==> config.mk <==
export PLATFORM = sky130hd
export DESIGN_NAME = fractal_iter_engine_flat
export DESIGN_NICKNAME = d
export VERILOG_FILES = /design/src/rtl/fractal_pkg.sv /design/src/rtl/fractal_iter_engine_if.sv /design/src/rtl/fractal_cplx_sq.sv /design/src/rtl/fractal_iter_engine.sv /design/src/flat_wrapper.sv
export SDC_FILE = /design/constraint.sdc
export NUM_CORES = 2
export LEC_CHECK = 0
export ABC_AREA = 1
export BUFFER_PORTS_ARGS = -buffer_cell sky130_fd_sc_hd__buf_2
export CAP_MARGIN = 40
export CORE_MARGIN = 2
export CORE_UTILIZATION = 35
export DETAILED_ROUTE_END_ITERATION = 10
export PLACE_DENSITY = 0.48
export SLEW_MARGIN = 20
export SYNTH_ARGS = -nofsm -noshare
export SYNTH_HDL_FRONTEND = slang
export SYNTH_SLANG_ARGS = --single-unit
==> constraint.sdc <==
create_clock -name clk -period 9.6 [get_ports clk]
set_input_delay 1.92 -clock clk [delete_from_list [all_inputs] [get_ports clk]]
set_output_delay 1.92 -clock clk [all_outputs]
set_load 0.03 [all_outputs]
==> src/rtl/fractal_pkg.sv <==
// Shared types and default widths for the escape-time engine.
// Complex operand bundle, FSM states, fixed-point format.
package fractal_pkg;

  localparam int DW         = 18;
  localparam int FRAC       = 13;
  localparam int MAX_ITER_D = 255;
  localparam int IW_D       = $clog2(MAX_ITER_D + 1);

  typedef struct packed {
    logic signed [DW-1:0] re;
    logic signed [DW-1:0] im;
  } cplx_t;

  typedef enum logic [1:0] {
    IDLE,
    ITER,
    DONE
  } fsm_e;

endpackage

==> src/rtl/fractal_iter_engine_if.sv <==
// Pixel request / result handshake bundle.
// master = pixel source + result sink, slave = engine.
interface fractal_iter_engine_if #(
  parameter int DW = fractal_pkg::DW,
  parameter int IW = fractal_pkg::IW_D
);

  logic                 in_valid;
  logic                 in_ready;
  logic [11:0]          in_x;
  logic [11:0]          in_y;
  logic                 in_julia;
  logic signed [DW-1:0] c_re;
  logic signed [DW-1:0] c_im;
  logic [IW-1:0]        max_iter;
  logic [2*DW-1:0]      thres;
  logic                 out_valid;
  logic                 out_ready;
  logic [IW-1:0]        out_count;
  logic                 out_escaped;

  modport master (
    output in_valid, in_x, in_y, in_julia,
    output c_re, c_im, max_iter, thres,
    output out_ready,
    input  in_ready, out_valid,
    input  out_count, out_escaped
  );

  modport slave (
    input  in_valid, in_x, in_y, in_julia,
    input  c_re, c_im, max_iter, thres,
    input  out_ready,
    output in_ready, out_valid,
    output out_count, out_escaped
  );

endinterface

==> src/rtl/fractal_cplx_sq.sv <==
// Complex square in fixed point plus full-precision |z|^2.
// Products keep all bits; scaled results wrap to DW.
module fractal_cplx_sq
  import fractal_pkg::*;
(
  input  cplx_t         z_i,
  output cplx_t         sq_o,
  output logic [2*DW:0] mag_o
);

  logic signed [2*DW-1:0] rr;
  logic signed [2*DW-1:0] ii;
  logic signed [2*DW-1:0] ri;
  logic signed [2*DW:0]   d;
  logic signed [2*DW:0]   t;

  // Squares, cross term, and the scaled real/imag parts
  always_comb begin
    rr = $signed(z_i.re) * $signed(z_i.re);
    ii = $signed(z_i.im) * $signed(z_i.im);
    ri = $signed(z_i.re) * $signed(z_i.im);
    d  = {rr[2*DW-1], rr} - {ii[2*DW-1], ii};
    t  = {ri, 1'b0};
    sq_o.re = DW'(d >>> FRAC);
    sq_o.im = DW'(t >>> FRAC);
    mag_o   = {1'b0, rr} + {1'b0, ii};
  end

endmodule

==> src/rtl/fractal_iter_engine.sv <==
// Escape-time engine: one pixel at a time, z <= z^2 + c.
// Julia (z0=pixel) or Mandelbrot (c=pixel), valid/ready both sides.
module fractal_iter_engine
  import fractal_pkg::*;
#(
  parameter int MAX_ITER  = MAX_ITER_D,
  parameter int X_OFF     = 512,
  parameter int Y_OFF     = 384,
  parameter int PIX_SHIFT = 8
) (
  input  logic clk,
  input  logic rst_n,
  input  logic flush,
  output logic busy,
  fractal_iter_engine_if.slave bus
);

  localparam int IW = $clog2(MAX_ITER + 1);
  localparam int SH = FRAC - PIX_SHIFT;

  fsm_e            state_q;
  cplx_t           z_q;
  cplx_t           c_q;
  logic [IW-1:0]   n_q;
  logic [IW-1:0]   lim_q;
  logic [2*DW-1:0] thres_q;
  logic            in_ready_q;
  logic            out_valid_q;
  logic [IW-1:0]   out_count_q;
  logic            out_esc_q;
  logic            busy_q;

  logic signed [12:0] dx;
  logic signed [12:0] dy;
  cplx_t              px;
  logic [IW-1:0]      lim_d;
  cplx_t              sq;
  logic [2*DW:0]      mag;
  cplx_t              z_d;
  logic               esc;

  fractal_cplx_sq u_sq (
    .z_i   (z_q),
    .sq_o  (sq),
    .mag_o (mag)
  );

  // Pixel mapping, limit clipping, next iterate, escape test
  always_comb begin
    dx    = {1'b0, bus.in_x} - 13'(X_OFF);
    dy    = {1'b0, bus.in_y} - 13'(Y_OFF);
    px.re = {{(DW-13){dx[12]}}, dx} <<< SH;
    px.im = {{(DW-13){dy[12]}}, dy} <<< SH;
    lim_d = (bus.max_iter > IW'(MAX_ITER))
          ? IW'(MAX_ITER) : bus.max_iter;
    z_d.re = sq.re + c_q.re;
    z_d.im = sq.im + c_q.im;
    esc    = (mag >= {1'b0, thres_q});
  end

  // Control FSM with datapath registers and registered outputs
  always_ff @(posedge clk or negedge rst_n) begin
    if (!rst_n) begin
      state_q     <= IDLE;
      z_q         <= '0;
      c_q         <= '0;
      n_q         <= '0;
      lim_q       <= '0;
      thres_q     <= '0;
      in_ready_q  <= 1'b1;
      out_valid_q <= 1'b0;
      out_count_q <= '0;
      out_esc_q   <= 1'b0;
      busy_q      <= 1'b0;
    end else if (flush) begin
      state_q     <= IDLE;
      in_ready_q  <= 1'b1;
      out_valid_q <= 1'b0;
      busy_q      <= 1'b0;
    end else begin
      case (state_q)
        IDLE: begin
          if (bus.in_valid) begin
            z_q        <= bus.in_julia ? px : '0;
            c_q.re     <= bus.in_julia ? bus.c_re : px.re;
            c_q.im     <= bus.in_julia ? bus.c_im : px.im;
            n_q        <= '0;
            lim_q      <= lim_d;
            thres_q    <= bus.thres;
            state_q    <= ITER;
            in_ready_q <= 1'b0;
            busy_q     <= 1'b1;
          end
        end
        ITER: begin
          if (esc || n_q == lim_q) begin
            state_q     <= DONE;
            out_valid_q <= 1'b1;
            out_count_q <= n_q;
            out_esc_q   <= esc;
          end else begin
            z_q <= z_d;
            n_q <= n_q + 1'b1;
          end
        end
        DONE: begin
          if (bus.out_ready) begin
            state_q     <= IDLE;
            out_valid_q <= 1'b0;
            in_ready_q  <= 1'b1;
            busy_q      <= 1'b0;
          end
        end
        default: begin
          state_q     <= IDLE;
          in_ready_q  <= 1'b1;
          out_valid_q <= 1'b0;
          busy_q      <= 1'b0;
        end
      endcase
    end
  end

  assign bus.in_ready    = in_ready_q;
  assign bus.out_valid   = out_valid_q;
  assign bus.out_count   = out_count_q;
  assign bus.out_escaped = out_esc_q;
  assign busy            = busy_q;

endmodule
==> src/flat_wrapper.sv <==
// flat-port wrapper written by rule: the top's interface ports become plain ports
module fractal_iter_engine_flat import fractal_pkg::*;
#(
  parameter int MAX_ITER  = MAX_ITER_D,
  parameter int X_OFF     = 512,
  parameter int Y_OFF     = 384,
  parameter int PIX_SHIFT = 8
)
  (clk, rst_n, flush, busy, bus_in_valid, bus_in_x, bus_in_y, bus_in_julia, bus_c_re, bus_c_im, bus_max_iter, bus_thres, bus_out_ready, bus_in_ready, bus_out_valid, bus_out_count, bus_out_escaped);
  fractal_iter_engine_if bus_i ();
  input  logic clk;
  input  logic rst_n;
  input  logic flush;
  output logic busy;
  input wire logic [$bits(bus_i.in_valid)-1:0] bus_in_valid;
  input wire logic [$bits(bus_i.in_x)-1:0] bus_in_x;
  input wire logic [$bits(bus_i.in_y)-1:0] bus_in_y;
  input wire logic [$bits(bus_i.in_julia)-1:0] bus_in_julia;
  input wire logic [$bits(bus_i.c_re)-1:0] bus_c_re;
  input wire logic [$bits(bus_i.c_im)-1:0] bus_c_im;
  input wire logic [$bits(bus_i.max_iter)-1:0] bus_max_iter;
  input wire logic [$bits(bus_i.thres)-1:0] bus_thres;
  input wire logic [$bits(bus_i.out_ready)-1:0] bus_out_ready;
  output wire logic [$bits(bus_i.in_ready)-1:0] bus_in_ready;
  output wire logic [$bits(bus_i.out_valid)-1:0] bus_out_valid;
  output wire logic [$bits(bus_i.out_count)-1:0] bus_out_count;
  output wire logic [$bits(bus_i.out_escaped)-1:0] bus_out_escaped;
  assign bus_i.in_valid = bus_in_valid;
  assign bus_i.in_x = bus_in_x;
  assign bus_i.in_y = bus_in_y;
  assign bus_i.in_julia = bus_in_julia;
  assign bus_i.c_re = bus_c_re;
  assign bus_i.c_im = bus_c_im;
  assign bus_i.max_iter = bus_max_iter;
  assign bus_i.thres = bus_thres;
  assign bus_i.out_ready = bus_out_ready;
  assign bus_in_ready = bus_i.in_ready;
  assign bus_out_valid = bus_i.out_valid;
  assign bus_out_count = bus_i.out_count;
  assign bus_out_escaped = bus_i.out_escaped;
  fractal_iter_engine #(.MAX_ITER(MAX_ITER), .X_OFF(X_OFF), .Y_OFF(Y_OFF), .PIX_SHIFT(PIX_SHIFT)) u_core (.clk(clk), .rst_n(rst_n), .flush(flush), .busy(busy), .bus(bus_i));
endmodule
Word level (Yosys, flattened, before mapping)
Index checks and enable logic that the tools add are counted.
{"block": "totals", "ff_bits": 138, "in_bits": 110, "out_inout_bits": 12, "wordCells": 71}
{"block": "classes", "add_sub_neg": 7, "n_mul": 3, "n_lt_le_gt_ge": 2, "n_eq_ne": 10, "n_mux": 26, "n_bitwise": 1, "reduce_logical": 9}
{"op": "36-bit two-way mux", "count": 3}
{"op": "18-bit by 18-bit multiplier with 36-bit output", "count": 2}
{"op": "36-bit case mux with 2 select lines", "count": 1}
{"op": "36-bit by 36-bit adder with 37-bit output", "count": 1}
{"op": "37-bit by 36-bit greater-or-equal comparator with 1-bit output", "count": 1}
{"op": "18-bit adder", "count": 2}
{"op": "18-bit two-way mux", "count": 2}
{"op": "31-bit subtractor", "count": 1}
{"op": "18-bit by 18-bit multiplier with 30-bit output", "count": 1}
{"op": "8-bit two-way mux", "count": 3}
{"op": "8-bit case mux with 2 select lines", "count": 1}
{"op": "3-bit AND reduction", "count": 5}
{"op": "12-bit by 10-bit subtractor with 13-bit output (second input constant)", "count": 1}
{"op": "12-bit by 9-bit subtractor with 13-bit output (second input constant)", "count": 1}
{"op": "1-bit case mux with 3 select lines", "count": 3}
{"op": "8-bit by 1-bit adder with 8-bit output (second input constant)", "count": 1}
{"op": "8-bit == test", "count": 1}
{"op": "8-bit > comparator (second input constant)", "count": 1}
{"op": "1-bit two-way mux", "count": 8}
{"op": "2-bit two-way mux", "count": 4}
{"op": "2-bit != test (second input constant)", "count": 4}
{"op": "3-bit != test (second input constant)", "count": 2}
{"op": "2-bit case mux with 3 select lines", "count": 1}
{"op": "4-bit AND reduction", "count": 1}
{"op": "7 further kinds", "count": 7}

Depth between registers and ports, before layout
{"block": "logic_depth", "depth_word": 7, "depth_mapped": 57, "ltp_nobuf": 53}

Hierarchy
Synthesis repeated with hierarchy kept, for this count alone.
{"block": "unflattened", "cells_unflattened": 6283, "area_unflattened_um2": 47052.6}
{"mod": "fractal_cplx_sq", "n_inst": 1, "cells_per_inst": 5106, "area_each_um2": 38351.8, "seq_area_each_um2": 0.0}
{"mod": "fractal_iter_engine", "n_inst": 1, "cells_per_inst": 1177, "area_each_um2": 8700.8, "seq_area_each_um2": 3454.6}

Worst setup path after synthesis
Ideal clock, no wire load.
{"block": "synth_timing", "path_kind": "flip-flop to flip-flop", "from": "register u_core.z_q[22] (netlist bit)", "to": "register u_core.out_count_q[0], in the netlist u_core.bus.out_count[0]", "setup_time_ns": 0.118, "arrival_ns": 8.876, "t_required_ns": 9.482, "setup_slack_ns": 0.606, "path_stages_with_launch": 46, "n_path_buf": 4, "period_less_slack_ns": 8.994, "path_cell_list": "dfrtp_1 -> clkbuf_1 -> buf_1 -> nand2_1 -> inv_1 -> fa_1 -> inv_1 -> fa_1 -> fa_1 -> fa_1 -> inv_1 -> fa_1 -> inv_1 -> fa_1 -> inv_1 -> ha_1 -> a21oi_1 -> a21boi_1 -> (+10 left out) -> nor4_1 -> o21ai_0 -> nand3_1 -> a21o_1 -> a21boi_0 -> o21ai_0 -> xor2_1 -> ha_1 -> nand4_1 -> nor2_1 -> nand4_1 -> nor2_1 -> nor2_4 -> nand3_2 -> nand2_1 -> buf_4 -> nand2_1 -> nand2_1"}
{"block": "synth_via", "elab_chain_len": 5}
{"element": "start: declaration", "line_no": "fractal_iter_engine.sv:22", "rtl": "cplx_t z_q;"}
{"element": "start signal: assignment", "line_no": "fractal_iter_engine.sv:84", "rtl": "z_q <= bus.in_julia ? px : '0;"}
{"element": "start signal: assignment", "line_no": "fractal_iter_engine.sv:102", "rtl": "z_q <= z_d;"}
{"element": "18-bit by 18-bit multiplier with 36-bit output", "line_no": "fractal_cplx_sq.sv:19", "rtl": "rr = $signed(z_i.re) * $signed(z_i.re);"}
{"element": "36-bit by 36-bit adder with 37-bit output", "line_no": "fractal_cplx_sq.sv:26", "rtl": "mag_o = {1'b0, rr} + {1'b0, ii};"}
{"element": "37-bit by 36-bit greater-or-equal comparator with 1-bit output", "line_no": "fractal_iter_engine.sv:58", "rtl": "esc = (mag >= {1'b0, thres_q});"}
{"element": "1-bit logical OR", "line_no": "fractal_iter_engine.sv:96", "rtl": "if (esc || n_q == lim_q) begin"}
{"element": "3-bit AND reduction (no source line)"}
{"element": "end signal: assignment", "line_no": "fractal_iter_engine.sv:99", "rtl": "out_count_q <= n_q;"}
{"element": "end: declaration", "line_no": "fractal_iter_engine.sv:29", "rtl": "logic [IW-1:0] out_count_q;"}
No other way between the ends.
A chain may end at the register's enable or synchronous reset.

Final worst setup path
{"block": "layout_timing", "from": "register u_core.z_q[5] (netlist bit)", "to": "register u_core.z_q[12] (netlist bit)"}
{"block": "layout_via", "elab_chain_len": 6, "elab_cells_between_ends": 10, "classes_between": "add/sub: 2; mul: 2; order compare: 1; eq/ne: 1; mux: 2; reduce/logical: 2"}
{"element": "18-bit by 18-bit multiplier with 36-bit output", "line_no": "fractal_cplx_sq.sv:20", "rtl": "ii = $signed(z_i.im) * $signed(z_i.im);"}
{"element": "36-bit by 36-bit adder with 37-bit output", "line_no": "fractal_cplx_sq.sv:26"}
{"element": "37-bit by 36-bit greater-or-equal comparator with 1-bit output", "line_no": "fractal_iter_engine.sv:58"}
{"element": "1-bit logical OR", "line_no": "fractal_iter_engine.sv:96"}
{"element": "2-bit != test (no source line)"}
{"element": "4-bit AND reduction (no source line)"}
Several ways; a longest one is shown, not always the timed one. The select of a mux whose other input is x is not followed.

==> results.txt <==
* Hold path start: u_core.bus.out_count[0]
- Placer congestion estimate: roughly 0.90
- Final count of negative-setup-slack endpoints: 0
- Arr. time, crit path: 9.58 ns
* Post-synthesis share of cell area spent on xor and xnor gates: roughly 4.1%
- For this configuration, the core starts out at a cell density of 35.2%.
- After synthesis, flip-flops and latches occupy 7.81% of the total area.
* Worst hold-check slack: 0.476 ns
- Counting cells, the worst reg-to-reg path comes to 42.
- Top FF cell, synth: sky130_fd_sc_hd__dfrtp_1
- Number of buffer cells added on primary ports: 121
- Max stage delay on crit path: between 0.5 and 0.6 ns
- Post-layout worst setup margin: 0.408 ns
* Library cell contributing the largest single delay on the critical path: sky130_fd_sc_hd__fa_1
- Compared with the post-synthesis result, the final layout area differs by 12.1%.
* Root buf cell: sky130_fd_sc_hd__clkbuf_16
- The clock reaches the later pin of the worst-skew pair after 0.51 ns.
- Total Die Area: 129000 um^2
- After synthesis, the share of cell area in mux cells is 0%.
- Clock transition at the register clock pins on the worst setup and hold paths after CTS: roughly 0.07 ns
* Worst min-delay path endpoint: u_core.bus.out_count[0]
- MaxCap Viol Count: 0
- Number of global-route vias before repair: 36500
* Flops & latches, synth: 138
* Number of levels the H-tree was split into: 4
- Syn avg cell area: 7.94 um^2
* Critical path buffer and inverter count: 12
- Area share of fa/ha/maj cells after synthesis: 51.4%
- Antenna violation net count after detailed routing: 0
* Slew Limit Fails: 0
* Transition time of the tightest slew-check pin: 0.814 ns
- In this run the critical register-to-register path is launched from u_core.z_q[5].
- No sink is reached through more buffers than the 2 on the longest clock path.
- Synthesis produced a netlist with a net count of 6980.
- Synthesized-area fraction occupied by ao, oa, aoi and oai cells: 6.61%
- Synthesis handed over a netlist of roughly 5600 instances.
* Highest fanout seen on the critical path: 10
* Final global-route overflow total: 0
- Summing the areas of all and, or, nand and nor instances in the mapped netlist gives 14.8% of the synthesized area.
- STA classifies the critical path startpoint as a register.
- Timing would allow up to about 0.11 GHz.
- Total clock sinks: roughly 140
* Required time of the critical path: 9.98 ns
- Yosys printed 0 warnings.
- The layout has roughly 13000 filler cells.
- Startpoint-to-endpoint class of the critical path: register to register
- Outcome: complete, no violations
- Hold Fails Final Rpt: 0
* Antenna violations before repair: 2
- Multi-input gate area: 34600 um^2
- By area, the combinational part of the netlist is dominated by adder cells.
* Rel. slew slack: 45.5%
- Core Rows: 130
- Number of CTS-inserted buffers: 17
- RSZ-0062 raised after global routing: yes
- Fraction of the cycle the final worst path needs: a little over nine tenths
- Across the routed clock network, the largest skew measured is 0.0251 ns.
- Routed length per instance: between 15 and 20 um
- First drt pass iteration count: 6
- The core region is between 100000 and 150000 um^2.
- Number of nets in the final layout: between 7000 and 8000
* HPWL after detailed placement: 112000 um
- Routed wire length: 131000 um
* Most used cell along the critical path: sky130_fd_sc_hd__inv_1
- CTS tree: built
* Y dimension of the die: 360 um
- Horizontal extent of the die: 360 um
* Worst flop-to-flop path endpoint: u_core.z_q[12]
- Across all register-to-register paths, the minimum setup slack is 0.41 ns.
* Total global routing track utilization: 20.7%
* Largest net degree at the start of global routing: 71
- Total number of vias: 34900
- The first routing iteration left 2084 violations.
- Number of enable-type register cells in the synthesized netlist: 0
- The worst setup path is captured at a register.
* Number of DRC violations after detailed routing: 0
- about 120 I/O pins were placed.
- Sequential cell area: between 3000 and 4000 um^2
* Placement Setup Slack: -0.107 ns
- Post-synth cell types: 54
- Path class of the lowest-slack min-delay path: register to register
- Grouping stages by cell kind, the critical path spends the most delay in adder cells.
- Async set-reset flop share out of synthesis: 100%
* Fraction of layout cells with a size suffix above 1: between 10 and 15%
- Global-route wire length before repair: 208000 um
* Detail-routed via count per cell: 4.69
- The smallest clock period supported by the final layout is computed as around 9 ns.
* Number of instances on the worst hold path: 2
* Post-Syn Area: 44200 um^2
## flip-flops by register name (all words and copies together) (netlist names)
name                    flops
u_core.lim_q                8
u_core.state_q              2
u_core.n_q                  8
u_core.bus.in_ready         1
u_core.thres_q             36
u_core.bus.out_valid        1
u_core.bus.out_escaped      1
u_core.z_q                 36
u_core.busy                 1
u_core.c_q                 36
u_core.bus.out_count        8
## cell usage after synthesis, types with 6 or more instances
| cell | count | area, um^2 |
|---|---|---|
| sky130_fd_sc_hd__o21bai_1 | 13 | 97.6 |
| sky130_fd_sc_hd__nor3_1 | 35 | 175 |
| sky130_fd_sc_hd__a21boi_0 | 6 | 45.0 |
| sky130_fd_sc_hd__ha_1 | 425 | 5320 |
| sky130_fd_sc_hd__a31oi_1 | 29 | 181 |
| sky130_fd_sc_hd__fa_1 | 871 | 17400 |
| sky130_fd_sc_hd__buf_1 | 68 | 255 |
| sky130_fd_sc_hd__o21ai_0 | 162 | 811 |
| sky130_fd_sc_hd__inv_2 | 11 | 41.3 |
| sky130_fd_sc_hd__xor2_1 | 149 | 1310 |
| sky130_fd_sc_hd__inv_1 | 1565 | 5870 |
| sky130_fd_sc_hd__nand3_1 | 129 | 646 |
| sky130_fd_sc_hd__o21a_1 | 12 | 90.1 |
| sky130_fd_sc_hd__xnor2_1 | 59 | 517 |
| sky130_fd_sc_hd__a22o_1 | 8 | 70.1 |
| sky130_fd_sc_hd__dfrtp_1 | 137 | 3430 |
| sky130_fd_sc_hd__a21o_1 | 14 | 105 |
| sky130_fd_sc_hd__o21ai_1 | 8 | 40.0 |
| sky130_fd_sc_hd__o31ai_1 | 6 | 45.0 |
| sky130_fd_sc_hd__a21oi_1 | 234 | 1170 |
| sky130_fd_sc_hd__clkbuf_1 | 114 | 428 |
| sky130_fd_sc_hd__nor4_1 | 16 | 100 |
| sky130_fd_sc_hd__or2_2 | 11 | 68.8 |
| sky130_fd_sc_hd__nand2_1 | 1198 | 4500 |
| sky130_fd_sc_hd__nor2_1 | 190 | 713 |
| sky130_fd_sc_hd__nand4_1 | 27 | 169 |
| sky130_fd_sc_hd__o211ai_1 | 11 | 82.6 |
| sky130_fd_sc_hd__buf_2 | 17 | 85.1 |
## cell type report
type | instances | area share [%]
Multi-Input combinational cell | 3656 | 69.7
Inverter | 1576 | 11.9
Clock inverter | 15 | 0.356
Sequential cell | 138 | 7.03
Clock buffer | 17 | 0.858
Tap cell | 1650 | 4.16
Timing Repair Buffer | 404 | 5.96
Antenna cell | 1 | 0.00505
## metal layers
layer  track usage [%]  vias up  share of wire, %
met5                 0        -             0.016
met4              3.34        4               1.4
met3              1.82       66               4.3
met2              34.5      647                48
met1              29.6    17500                47
li1                  -    16800                 -
## worst reg2reg max path, delay by kind of cell, from the launching register on
family	cells	cell delay, ns
compound gates	9	1.57
xor+xnor	2	0.34
fa+ha+maj	9	3.82
buf+inv	12	1.39
flops	1	0.48
simple gates	10	1.47
## layout by cell type (no fill, tap or decap), drive strengths merged, types with 28 or more instances in the layout
cell	count
a31oi	29
a21oi	236
ha	425
nand2	1202
xor2	149
buf	400
nor2	194
nor3	36
o21ai	170
fa	871
nand3	131
nand4	28
xnor2	59
inv	1586
dfrtp	137
## metrics by stage
step	util [%]	instances	instance area (um^2)	setup TNS, ns
floorplan	-	5574	44200	0
finish	39.5	7457	49600	0
global route	39.5	7456	49600	-0.143
detailed placement	38.4	7399	48200	-2.88
global placement	38.3	7397	48100	-4.75
CTS	38.9	7431	48800	0
## logic make-up after synthesis
kind of cell,after synthesis
and+or+nand+nor,1627
AOI/OAI and AO/OA,525
adders and majority gates,1296
buffers and inverters,1780
DFF,138
xor gates and xnor gates,208
## worst max-delay path by stage
stage,startpoint,to,slack [ns],cells after the start
floorplan,u_core.z_q[22],u_core.bus.out_count[0],0.61,45
global placement,u_core.z_q[0],u_core.z_q[10],-0.13,45
detailed placement,u_core.z_q[0],u_core.z_q[12],-0.11,46
CTS,u_core.z_q[5],u_core.z_q[12],0.009,44
global route,u_core.z_q[5],u_core.z_q[33],-0.06,45
finish,u_core.z_q[5],u_core.z_q[12],0.41,42
## what timing repair did
item / 4_1_cts / 5_1_grt
endpoints found under the setup margin: 53 / 56
gates resized for setup: 8 / 138
cloned: 0 / 3
buffers inserted: 0 / 21
pin swaps: 0 / 14
hold buffers: 0 / 0
endpoints found under the hold margin: 0 / 0
Power is left out: the tool's default activity adds up to more than one toggle a clock period on the data nets, which glitch-free logic cannot reach.
